$ cat config.mk
export PLATFORM = sky130hd
export DESIGN_NAME = vec_mem_sequencer
export DESIGN_NICKNAME = d
export VERILOG_FILES = /design/src/rtl/vec_cpu_pkg.sv /design/src/rtl/vmem_timeout_cnt.sv /design/src/rtl/vec_mem_sequencer.sv
export SDC_FILE = /design/constraint.sdc
export NUM_CORES = 1
export LEC_CHECK = 0
export BUFFER_PORTS_ARGS = -buffer_cell sky130_fd_sc_hd__buf_2
export CORE_ASPECT_RATIO = 2
export CORE_UTILIZATION = 50
export CTS_BUF_LIST = sky130_fd_sc_hd__clkbuf_4
export CTS_CLUSTER_SIZE = 8
export DETAILED_ROUTE_END_ITERATION = 10
export PLACE_DENSITY_LB_ADDON = 0.2
export REMOVE_ABC_BUFFERS = 1
export SYNTH_ARGS = -nofsm -noshare
export SYNTH_HDL_FRONTEND = slang
export SYNTH_SLANG_ARGS = --single-unit
$ cat constraint.sdc
create_clock -name clk -period 8.3 [get_ports clk]
set_input_delay 0.415 -clock clk [delete_from_list [all_inputs] [get_ports clk]]
set_output_delay 0.415 -clock clk [all_outputs]
set_load 0.005 [all_outputs]
$ cat src/rtl/vec_cpu_pkg.sv
// rtl/vec_cpu_pkg.sv - shared memory-op encodings, sequencer states and default widths
package vec_cpu_pkg;

  localparam int DEF_VEC_LEN = 8;
  localparam int DEF_ELEM_W  = 8;

  // op[1]=1 is a load, op[0]=1 is a single-element (scalar) access
  typedef enum logic [1:0] {
    MEM_GV = 2'b00,
    MEM_GE = 2'b01,
    MEM_CV = 2'b10,
    MEM_CE = 2'b11
  } mem_op_e;

  typedef enum logic [1:0] {
    VMEM_IDLE   = 2'd0,
    VMEM_REQ    = 2'd1,
    VMEM_WAIT_R = 2'd2,
    VMEM_DONE   = 2'd3
  } vmem_state_e;

endpackage

$ cat src/rtl/vmem_timeout_cnt.sv
// rtl/vmem_timeout_cnt.sv - handshake watchdog; expired_o holds once TIMEOUT idle cycles have elapsed
module vmem_timeout_cnt #(
  parameter int TIMEOUT = 255
) (
  input  logic clk,
  input  logic rst_n,
  input  logic run_i,
  input  logic clr_i,
  output logic expired_o
);

  localparam int CW = $clog2(TIMEOUT + 1);

  logic [CW-1:0] cnt_q, cnt_d;

  assign expired_o = (cnt_q == CW'(TIMEOUT));

  always_comb begin
    cnt_d = cnt_q;
    if (!run_i || clr_i) begin
      cnt_d = '0;
    end else if (!expired_o) begin
      cnt_d = cnt_q + CW'(1);
    end
  end

  always_ff @(posedge clk or negedge rst_n) begin
    if (!rst_n) begin
      cnt_q <= '0;
    end else begin
      cnt_q <= cnt_d;
    end
  end

endmodule

$ cat src/rtl/vec_mem_sequencer.sv
// rtl/vec_mem_sequencer.sv - sequences CV/CE/GV/GE accesses onto the data-memory port
// Optional handshake watchdog and mem_err reporting under VMEM_TIMEOUT_EN.
module vec_mem_sequencer
  import vec_cpu_pkg::*;
#(
  parameter int VEC_LEN = DEF_VEC_LEN,
  parameter int ELEM_W  = DEF_ELEM_W,
  parameter int ADDR_W  = 16,
  parameter int TIMEOUT = 255
) (
  input  logic                      clk,
  input  logic                      rst_n,
  input  logic                      cl_mem_st,
  input  logic [1:0]                cl_mem_op,
  input  logic [ADDR_W-1:0]         base_addr,
  input  logic [VEC_LEN*ELEM_W-1:0] vec_wdata,
  input  logic [ELEM_W-1:0]         esc_wdata,
  output logic                      mem_rdy,
  output logic                      mem_err,
  output logic [VEC_LEN*ELEM_W-1:0] vec_rdata,
  output logic [ELEM_W-1:0]         esc_rdata,
  output logic                      dmem_req,
  output logic                      dmem_we,
  output logic [ADDR_W-1:0]         dmem_addr,
  output logic [ELEM_W-1:0]         dmem_wdata,
  input  logic                      dmem_gnt,
  input  logic                      dmem_rvalid,
  input  logic [ELEM_W-1:0]         dmem_rdata
);

  localparam int IDX_W = $clog2(VEC_LEN + 1);
  localparam int SEL_W = (VEC_LEN > 1) ? $clog2(VEC_LEN) : 1;

  if (TIMEOUT < 1) begin : g_bad_timeout
    $error("vec_mem_sequencer: TIMEOUT must be at least 1");
  end

  vmem_state_e               state_q, state_d;
  mem_op_e                   op_q, op_d;
  logic [ADDR_W-1:0]         base_q, base_d;
  logic [VEC_LEN*ELEM_W-1:0] vwdata_q, vwdata_d, vrdata_q, vrdata_d;
  logic [ELEM_W-1:0]         ewdata_q, ewdata_d, erdata_q, erdata_d;
  logic [IDX_W-1:0]          idx_q, idx_d, last_idx;
  logic [SEL_W-1:0]          sel;
  logic                      tmo, abort, is_last;

  assign sel      = idx_q[SEL_W-1:0];
  assign last_idx = op_q[0] ? '0 : IDX_W'(VEC_LEN - 1);
  assign is_last  = (idx_q == last_idx);
  assign abort    = tmo && (((state_q == VMEM_REQ) && !dmem_gnt) ||
                            ((state_q == VMEM_WAIT_R) && !dmem_rvalid));

  assign dmem_req   = (state_q == VMEM_REQ);
  assign dmem_we    = (state_q == VMEM_REQ) && !op_q[1];
  assign dmem_addr  = base_q + ADDR_W'(idx_q);
  assign dmem_wdata = op_q[0] ? ewdata_q : vwdata_q[sel*ELEM_W +: ELEM_W];
  assign mem_rdy    = (state_q == VMEM_DONE);
  assign vec_rdata  = vrdata_q;
  assign esc_rdata  = erdata_q;

  always_comb begin
    state_d  = state_q;
    op_d     = op_q;
    base_d   = base_q;
    vwdata_d = vwdata_q;
    ewdata_d = ewdata_q;
    vrdata_d = vrdata_q;
    erdata_d = erdata_q;
    idx_d    = idx_q;
    unique case (state_q)
      VMEM_IDLE: begin
        if (cl_mem_st) begin
          state_d  = VMEM_REQ;
          op_d     = mem_op_e'(cl_mem_op);
          base_d   = base_addr;
          vwdata_d = vec_wdata;
          ewdata_d = esc_wdata;
          idx_d    = '0;
          if (mem_op_e'(cl_mem_op) == MEM_CV) vrdata_d = '0;
          if (mem_op_e'(cl_mem_op) == MEM_CE) erdata_d = '0;
        end
      end
      VMEM_REQ: begin
        if (dmem_gnt) begin
          if (op_q[1]) begin
            state_d = VMEM_WAIT_R;
          end else begin
            idx_d   = idx_q + IDX_W'(1);
            state_d = is_last ? VMEM_DONE : VMEM_REQ;
          end
        end else if (abort) begin
          state_d = VMEM_DONE;
        end
      end
      VMEM_WAIT_R: begin
        if (dmem_rvalid) begin
          if (op_q == MEM_CE) erdata_d = dmem_rdata;
          else vrdata_d[sel*ELEM_W +: ELEM_W] = dmem_rdata;
          idx_d   = idx_q + IDX_W'(1);
          state_d = is_last ? VMEM_DONE : VMEM_REQ;
        end else if (abort) begin
          state_d = VMEM_DONE;
        end
      end
      VMEM_DONE: state_d = VMEM_IDLE;
      default:   state_d = VMEM_IDLE;
    endcase
  end

  always_ff @(posedge clk or negedge rst_n) begin
    if (!rst_n) begin
      state_q  <= VMEM_IDLE;
      op_q     <= MEM_GV;
      base_q   <= '0;
      vwdata_q <= '0;
      ewdata_q <= '0;
      vrdata_q <= '0;
      erdata_q <= '0;
      idx_q    <= '0;
    end else begin
      state_q  <= state_d;
      op_q     <= op_d;
      base_q   <= base_d;
      vwdata_q <= vwdata_d;
      ewdata_q <= ewdata_d;
      vrdata_q <= vrdata_d;
      erdata_q <= erdata_d;
      idx_q    <= idx_d;
    end
  end

`ifdef VMEM_TIMEOUT_EN
  logic err_q;

  vmem_timeout_cnt #(.TIMEOUT(TIMEOUT)) u_wdog (
    .clk       (clk),
    .rst_n     (rst_n),
    .run_i     ((state_q == VMEM_REQ) || (state_q == VMEM_WAIT_R)),
    .clr_i     (dmem_gnt || dmem_rvalid),
    .expired_o (tmo)
  );

  always_ff @(posedge clk or negedge rst_n) begin
    if (!rst_n) begin
      err_q <= 1'b0;
    end else if (abort) begin
      err_q <= 1'b1;
    end else if (state_q == VMEM_IDLE) begin
      err_q <= 1'b0;
    end
  end

  assign mem_err = err_q && (state_q == VMEM_DONE);
`else
  assign tmo     = 1'b0;
  assign mem_err = 1'b0;
`endif

endmodule

==> impl_metrics.yaml <==
hold_path:
  whs_endpoint: "vwdata_q[52]"
  hold_depth: 2
  hp-start: "vec_wdata[52]"
  holdCritPathClass: "in -> reg"
placement:
  routabilityCongestion: 0.818
  dp_hpwl_mm: 13.8
  dp_slack_ns: 5.37
  io_buffers: 201
  place_inst: 957
cells_and_area:
  register_area_um2: 4210
  multi_input_area_um2: 3350
  instances_no_fill: 992
  n_fill_cell: 1310
  final_nets: 898
  syn_to_final_growth_pct: 17.9
  drive_gt1_share_pct: 45.4
detailed_routing:
  dr.pass1.iters: 4
  routed-wl-met2_mm: 10.5
  route.met3.wl_um: 671
  num_vias: 5495
  drtIter0Drc: 169
  drc: 0
  ant_nets: 0
  wl_per_cell_um: 18.4
  highest_layer: "met4"
  drt_wl_total_mm: 18.3
  drt-met1-wl_mm: 6.57
  via_per_inst: 5.54
timing:
  min_period_over_period_pct: 40.2
  max_slew.worst_pin.slew_ns: 1.11
  fin_skew_ns: 0.0237
  finalMaxSlewViolations: 0
  max_clock_freq_mhz: 300
  setup_violations: 0
  slew_headroom_pct: 26.1
  rsz0062_at_grt: "false"
  fin_setup_tns_ns: 0
  timing.final.ws_setup_ns: 4.96
  period_minus_slack_ns: 3.34
  hold_violations: 0
synthesis:
  synth_ff_type: "dfrtp_1"
  synth_mux_area_share_pct: 20.4
  synth_edf_count: 0
  yosysMostFrequentCell: "dfrtp_1"
  yosys.area_share.adder_pct: 2.66
  syn_inst: 588
  synth-xor-area-share_pct: 1.46
  synth_common_cells: "dfrtp_1 (168), mux2_2 (90), a22o_1 (48), nand2_1 (46), inv_1 (25)"
  avgSynthCellArea_um2: 13.3
  synth-seq-cells: 168
  yosysTopAreaCell: "dfrtp_1"
  synth_area_um2: 7810
  synth_top_area_share_pct: 53.8
  yosys.area_share.simple_pct: 8.09
  yosysSeqAreaShare_pct: 53.8
  synth_cell_types: 54
  synthTopCellsByArea: "dfrtp_1 (54%), mux2_2 (13%), a22o_1 (5.4%), mux4_2 (4.6%), mux2i_1 (2.8%)"
  synth_top_family_by_area: "multiplexers"
  async_flop_share_pct: 100
  synth_warnings: 0
  synth-compound-area-share_pct: 10.1
clocking:
  clk_pin_slew_ns: 0.16
  cts.htree.levels: 4
  worstSkewPairLatency_ns: 0.54
  cts_buffers: 17
  cts_setup_buffers: 0
  clock-sinks: 168
  clock_path_buffers: 2
  tritoncts: "done"
  root_buffer: "clkbuf_4"
floorplan:
  die_h_um: 179
  die_area_um2: 16200
  ios: 203
  die_w_um: 90.4
  fp.coreArea_um2: 15300
  initial_utilization_pct: 51.1
  rows: 64
setup_path:
  crit_arrival_ns: 2.92
  path_cells: "buf_4 -> ha_1 -> fa_1 -> nand2_1 -> a21oi_1 -> and4_1 -> xor2_1 -> buf_2"
  r2r_slack_ns: 5.38
  timing.rr.end: "vec_rdata[35]"
  startpoint_type: "register"
  slowest_stage: "a21oi_1"
  required_ns: 7.89
  reg2reg_depth: 8
  cp_max_fo: 31
  max_stage_delay_ns: 0.45
  worstSetupPathType: "reg -> out"
  end_kind: "primary output"
  r2r_start: "idx_q[1]"
pwr:
  power_density_nw_per_um2: 309
  peakVddDrop_mv: 0.164
  power_w: 0.00285
  p_leak_nw: 4.58
global_route:
  grt_pass1_wl_mm: 28.9
  grt_use_total_pct: 23.3
  grt_overflow_total: 0
  first_global_vias: 5746
  antenna_found_initial: 3
  grt_max_degree: 95
run:
  cap_violations: 0
outcome:
  status: "complete, no violations"
-- critical path: cells and delay by family (launching register included) --
family | cells | cell delay [ns]
xor gates and xnor gates | 1 | 0.13
DFF | 1 | 0.37
AOI/OAI and AO/OA | 1 | 0.45
adders and majority gates | 2 | 0.51
and+or+nand+nor | 2 | 0.37
buffers and inverters | 2 | 0.56
-- placed cells by master, fill, tap and decap left out, types with 12 or more instances in the layout --
master    instances
a22o_1           48
mux2_2           90
mux4_2           16
o21ai_1          13
ha_1             15
dfrtp_1         167
mux2i_1          22
nand3_1          12
clkbuf_4         19
buf_2           200
nand4_1          12
nand2_1          45
inv_1            25
-- timing repair --
item	CTS	global route
endpoints found under the hold margin	93	0
hold buffers	1	0
setup endpoints to repair	0	0
gates resized for setup	0	0
-- stage by stage --
| step | utilization (%) | instance area (µm²) | hold WS [ns] |
|---|---|---|---|
| after floorplan | - | 7640 | 0.119 |
| after global routing | 60.3 | 9220 | 0.0302 |
| final | 60.3 | 9220 | 0.0906 |
| after global placement | 58.5 | 8940 | 0.473 |
| after CTS | 60.2 | 9210 | 0.0242 |
| after detailed placement | 58.5 | 8940 | 0.465 |
-- logic make-up after synthesis --
kind of cell | after synthesis
multiplexers | 128
AND/OR/NAND/NOR | 106
other | 1
buffers and inverters | 60
adder cells (fa/ha/maj) | 16
flip-flops | 168
XOR/XNOR | 13
AO/OA/AOI/OAI | 96
-- per-layer routing --
| metal | vias to the layer above | track usage (%) |
|---|---|---|
| met5 | - | 0 |
| met3 | 33 | 4.50 |
| met4 | 0 | 10.3 |
| li1 | 2527 | - |
| met2 | 162 | 45.2 |
| met1 | 2773 | 23.9 |
-- state kept, by name (all words and copies together), names as in the netlist --
name and cells:
op_q 2, ewdata_q 8, state_q 2, base_q 16, vec_rdata 64, idx_q 4
vwdata_q 64, esc_rdata 8
-- worst max path at each step --
stage / slack [ns] / end / cells after the start / from
6_report: 4.96 / dmem_addr[8] / 8 / idx_q[0]
3_3_place_gp: 5.46 / vec_rdata[33] / 8 / idx_q[1]
3_5_place_dp: 5.37 / vec_rdata[35] / 8 / idx_q[1]
5_1_grt: 4.70 / dmem_addr[12] / 8 / idx_q[0]
4_1_cts: 4.87 / dmem_addr[8] / 8 / idx_q[0]
2_1_floorplan: 4.90 / vec_rdata[32] / 7 / idx_q[0]
-- power breakdown --
part           switching [W]  internal (W)
Combinational       0.000587      0.000584
Sequential          0.000172       0.00106
Clock               0.000290      0.000157
-- final cells by class --
type,instances,area share [%]
clock buffers,19,1.55
well taps,198,2.69
inverters,26,1.06
clock inverters,12,1.28
flip-flops and latches,168,45.6
multi-input cells,360,36.3
repair buffers,206,11.4
diodes,3,0.0814
(Power assumes the default switching activity.)
